[src/rtl/regfile_write_arbiter.sv]
// Two-requester round-robin arbiter for the register-file write port.
// Accepted writes appear registered one cycle later; r0 writes are squashed.
module regfile_write_arbiter #(
  parameter int DATA_W = 32,
  parameter int ADDR_W = 5
) (
  input  logic              clk,
  input  logic              rst,
  input  logic              req0_Valid,
  input  logic [ADDR_W-1:0] req0_Addr,
  input  logic [DATA_W-1:0] req0_Data,
  output logic              req0_Ready,
  input  logic              req1_Valid,
  input  logic [ADDR_W-1:0] req1_Addr,
  input  logic [DATA_W-1:0] req1_Data,
  output logic              req1_Ready,
  output logic              write_Ena,
  output logic [ADDR_W-1:0] write_Addr,
  output logic [DATA_W-1:0] write_Data,
  output logic              grant_Id,
  output logic [7:0]        stall_Count
);

  logic              ptr;
  logic              gnt0;
  logic              gnt1;
  logic              xfer;
  logic              stall;
  logic [ADDR_W-1:0] sel_addr;
  logic [DATA_W-1:0] sel_data;

  // ptr=0 favours requester 0 when both are valid
  always_comb begin
    gnt0 = 1'b0;
    gnt1 = 1'b0;
    if (rst) begin
      unique case ({req1_Valid, req0_Valid})
        2'b01:   gnt0 = 1'b1;
        2'b10:   gnt1 = 1'b1;
        2'b11: begin
          gnt0 = ~ptr;
          gnt1 = ptr;
        end
        default: ;
      endcase
    end
  end

  assign req0_Ready = gnt0;
  assign req1_Ready = gnt1;
  assign xfer       = gnt0 | gnt1;
  assign sel_addr   = gnt1 ? req1_Addr : req0_Addr;
  assign sel_data   = gnt1 ? req1_Data : req0_Data;
  assign stall      = (req0_Valid & ~gnt0) | (req1_Valid & ~gnt1);

  always_ff @(posedge clk or negedge rst) begin
    if (!rst) begin
      ptr <= 1'b0;
    end else if (xfer) begin
      ptr <= ~gnt1;
    end
  end

  always_ff @(posedge clk or negedge rst) begin
    if (!rst) begin
      write_Ena  <= 1'b0;
      write_Addr <= '0;
      write_Data <= '0;
      grant_Id   <= 1'b0;
    end else begin
      write_Ena <= xfer && (sel_addr != '0);
      if (xfer) begin
        write_Addr <= sel_addr;
        write_Data <= sel_data;
        grant_Id   <= gnt1;
      end
    end
  end

  always_ff @(posedge clk or negedge rst) begin
    if (!rst) begin
      stall_Count <= 8'd0;
    end else if (stall && (stall_Count != 8'hFF)) begin
      stall_Count <= stall_Count + 8'd1;
    end
  end

endmodule
[config.mk]
export PLATFORM = sky130hd
export DESIGN_NAME = regfile_write_arbiter
export DESIGN_NICKNAME = d
export VERILOG_FILES = /design/src/rtl/regfile_write_arbiter.sv
export SDC_FILE = /design/constraint.sdc
export NUM_CORES = 1
export LEC_CHECK = 0
export CAP_MARGIN = 20
export CORE_ASPECT_RATIO = 2
export CORE_UTILIZATION = 30
export CTS_BUF_LIST = sky130_fd_sc_hd__clkbuf_8 sky130_fd_sc_hd__clkbuf_16
export CTS_CLUSTER_DIAMETER = 200
export DETAILED_ROUTE_END_ITERATION = 16
export GPL_ROUTABILITY_DRIVEN = 0
export GPL_TIMING_DRIVEN = 0
export PLACE_DENSITY = 0.65
export RECOVER_POWER = 100
export SLEW_MARGIN = 20
export SYNTH_ARGS = -nofsm -noshare
export SYNTH_HDL_FRONTEND = slang
export SYNTH_SLANG_ARGS = --single-unit
[constraint.sdc]
create_clock -name clk -period 2.15 [get_ports clk]
set_input_delay 0.215 -clock clk [delete_from_list [all_inputs] [get_ports clk]]
set_output_delay 0.215 -clock clk [all_outputs]
set_load 0.01 [all_outputs]
==> results_dict.tcl <==
set metrics [dict create \
    max_freq_mhz 485 \
    wl_um 6720 \
    io_buffer_count 126 \
    grt_max_degree 49 \
    core_sq_um 6890 \
    via_count 2072 \
    required_ns 1.93 \
    syn-num-nets 269 \
    ir_drop_mv 0.753 \
    min_path_cells 2 \
    dp_hpwl_um 5010 \
    grt_pass1_vias 2191 \
    rows 43 \
    fin_util_pct 53.5 \
    synth_cells 190 \
    die_y_um 121 \
    clockBufferDepth 2 \
    setup_viol 0 \
    rrSetupSlack_ns 0.51 \
    min-delay-path-class "reg -> reg" \
    diodes 0 \
    clock_skew_ns 0.00626 \
    tritoncts "yes" \
    cts_buffers 5 \
    synth_area_leaders "dfrtp_1 (56%), a222oi_1 (11%), mux2i_1 (6.1%)" \
    yosys.area_share.simple_pct 7.28 \
    wl_per_cell_um 16.1 \
    root_buffer "clkbuf_16" \
    drive_above_1_share_pct 6.12 \
    ys_ff_latch 48 \
    syn-cell-area_sq_um 2130 \
    synth_compound_area_share_pct 18.9 \
    tightest_slew_ns 1.21 \
    dr.pass1.iters 7 \
    power_density_nw_per_um2 783 \
    cts_sinks 48 \
    synthXorXnorAreaFrac_pct 1.23 \
    synth_fa_ha_area_share_pct 1.12 \
    critical_path_class "in -> out" \
    ys_warn_count 0 \
    r2r-start "ptr" \
    ys_seq_area_share_pct 56.3 \
    cap_violations 0 \
    synth_area_per_cell_sq_um 11.2 \
    startpoint_type "input port" \
    status "completed" \
    hold_slack_ns 0.474 \
    viasPerCell 4.97 \
    nets 405 \
    timing.rr.end "write_Addr[3]" \
    hold_viol_final 0 \
    yosysTopAreaCellShare_pct 56.3 \
    ff2ff_path_depth 5 \
    cp_data_arrival_time_ns 1.85 \
    ctsHtreeMaxLevel 2 \
    synthMuxAreaShare_pct 7.86 \
    grt_pass1_wl_um 10600 \
    min_period_ns 2.06 \
    rsz0062_at_grt "false" \
    slew_viol_final 0 \
    min-delay-start "write_Data[31]" \
    synth_top_family_by_area "compound AO/OA/AOI/OAI gates" \
    ios 127 \
    antenna_found_initial 0 \
    die_x_um 61.6 \
    grtUsageTotal_pct 19.5 \
    clock_latency_ns 0.29 \
    ys_types 32 \
    slew_headroom_pct 19.6 \
    initial_core_util_pct 31.0 \
    dieArea_sq_um 7470 \
    fillers 684 \
    crit_path_max_fanout 10 \
    period_share_pct 95.9 \
    grt-ovfl-total 0 \
    ant_nets 0 \
    area_growth_pct 72.7 \
    clk_pin_slew_ns 0.06 \
    drt-initial-drc-count 144 \
    end_kind "output pin" \
    min_to "write_Data[31]" \
    drt_drc_violations_left 0 \
    p_leak_nw 1.69 \
    synth.largest_area_cell "dfrtp_1" \
]
[cells by family (layout without fill, tap and decap cells)]
kind of cell | after synthesis | count (layout)
AO/OA/AOI/OAI | 49 | 49
flip-flops | 48 | 48
buffers and inverters | 37 | 174
AND/OR/NAND/NOR | 35 | 35
multiplexers | 16 | 16
XOR/XNOR | 3 | 3
adder cells (fa/ha/maj) | 2 | 2
[placed cells by master, fill, tap and decap left out, types with 2 or more instances in the layout]
| cell type | count |
|---|---|
| clkdlybuf4s50_1 | 78 |
| dfrtp_1 | 48 |
| dlygate4sd3_1 | 48 |
| inv_1 | 25 |
| a222oi_1 | 24 |
| nand2_1 | 21 |
| mux2i_1 | 13 |
| o21ai_0 | 13 |
| clkbuf_1 | 7 |
| clkbuf_16 | 5 |
| nand3_1 | 4 |
| nor2_1 | 3 |
| and3_1 | 3 |
| a21oi_4 | 2 |
| buf_2 | 2 |
| o31a_1 | 2 |
| mux2_2 | 2 |
| xnor2_1 | 2 |
| buf_4 | 2 |
| a21o_1 | 2 |
| clkinv_2 | 2 |
[through the flow]
stage,cell area [sq um],cells,total power [mW],setup slack [ns],TNS [ns]
final,3680,417,2.88,0.0879,0
after global routing,3680,417,3.04,0.0219,0
after CTS,3720,417,3.02,0.0392,0
after detailed placement,3500,406,2.20,-0.271,-0.421
after global placement,3510,406,2.18,-1.98,-121.71
after floorplan,2130,190,1.60,0.723,0
[registers in the layout, summed over array words and instances, names as in the netlist]
name / flops
grant_Id: 1
write_Ena: 1
write_Data: 32
ptr: 1
write_Addr: 5
stall_Count: 8
[report_power, final]
group / internal, mW / switching (mW)
logic: 0.507 / 0.375
clock network: 0.459 / 0.324
registers: 1.07 / 0.143
[cell usage after synthesis, drive strengths merged]
master	number
nand3	4
nand4	1
xnor2	2
buf	9
a31oi	1
or4	1
nor2b	1
o21ai	14
mux2i	13
xor2	1
a221oi	1
nand2	21
a21o	2
dfrtp	48
clkbuf	2
a41o	1
o311ai	1
a41oi	1
nor4	1
a21oi	2
mux2	3
o31a	2
a222oi	24
maj3	1
inv	26
and3	3
ha	1
nor2	3
[worst max-delay path, stage by stage]
cell and delay [ns]:
clkdlybuf4s50_1 0.58, nand2_1 0.13, a21oi_4 0.20, buf_6 0.18, clkdlybuf4s50_1 0.54
[how the worst max path moves through the flow]
stage	startpoint	to	slack (ns)	depth (start not counted)
after detailed placement	rst	req0_Ready	-0.27	5
after CTS	req1_Valid	req1_Ready	0.04	5
after global routing	req0_Valid	req0_Ready	0.02	5
after floorplan	stall_Count[0]	stall_Count[1]	0.72	4
after global placement	rst	req0_Ready	-1.98	5
final	req1_Valid	req1_Ready	0.09	5
[routing by layer]
metal / up-vias / GRT usage (%) / share of wire (%)
met1: 1015 / 19.8 / 37
met5: - / 0 / 0
met2: 75 / 37.2 / 58
met4: 0 / 7.08 / 1.7
met3: 8 / 3.09 / 3.9
li1: 974 / - / -
[what timing repair did]
action,in CTS,in global routing
hold endpoints to repair,48,0
setup buffers,1,0
cloned,0,0
hold buffers,2,0
gates resized for setup,5,1
setup endpoints to repair,2,1
[layout make-up]
type | instances | area, sq um | area share [%]
multi-input combinational | 105 | 786 | 21.3
buffer | 11 | 58.8 | 1.60
clock buffer | 6 | 139 | 3.77
timing repair buffer | 129 | 1280 | 34.7
tap | 90 | 113 | 3.06
clock inverter | 2 | 10.0 | 0.272
inverter | 26 | 97.6 | 2.65
sequential | 48 | 1200 | 32.6
No activity file was read; power rests on OpenSTA's default activity.
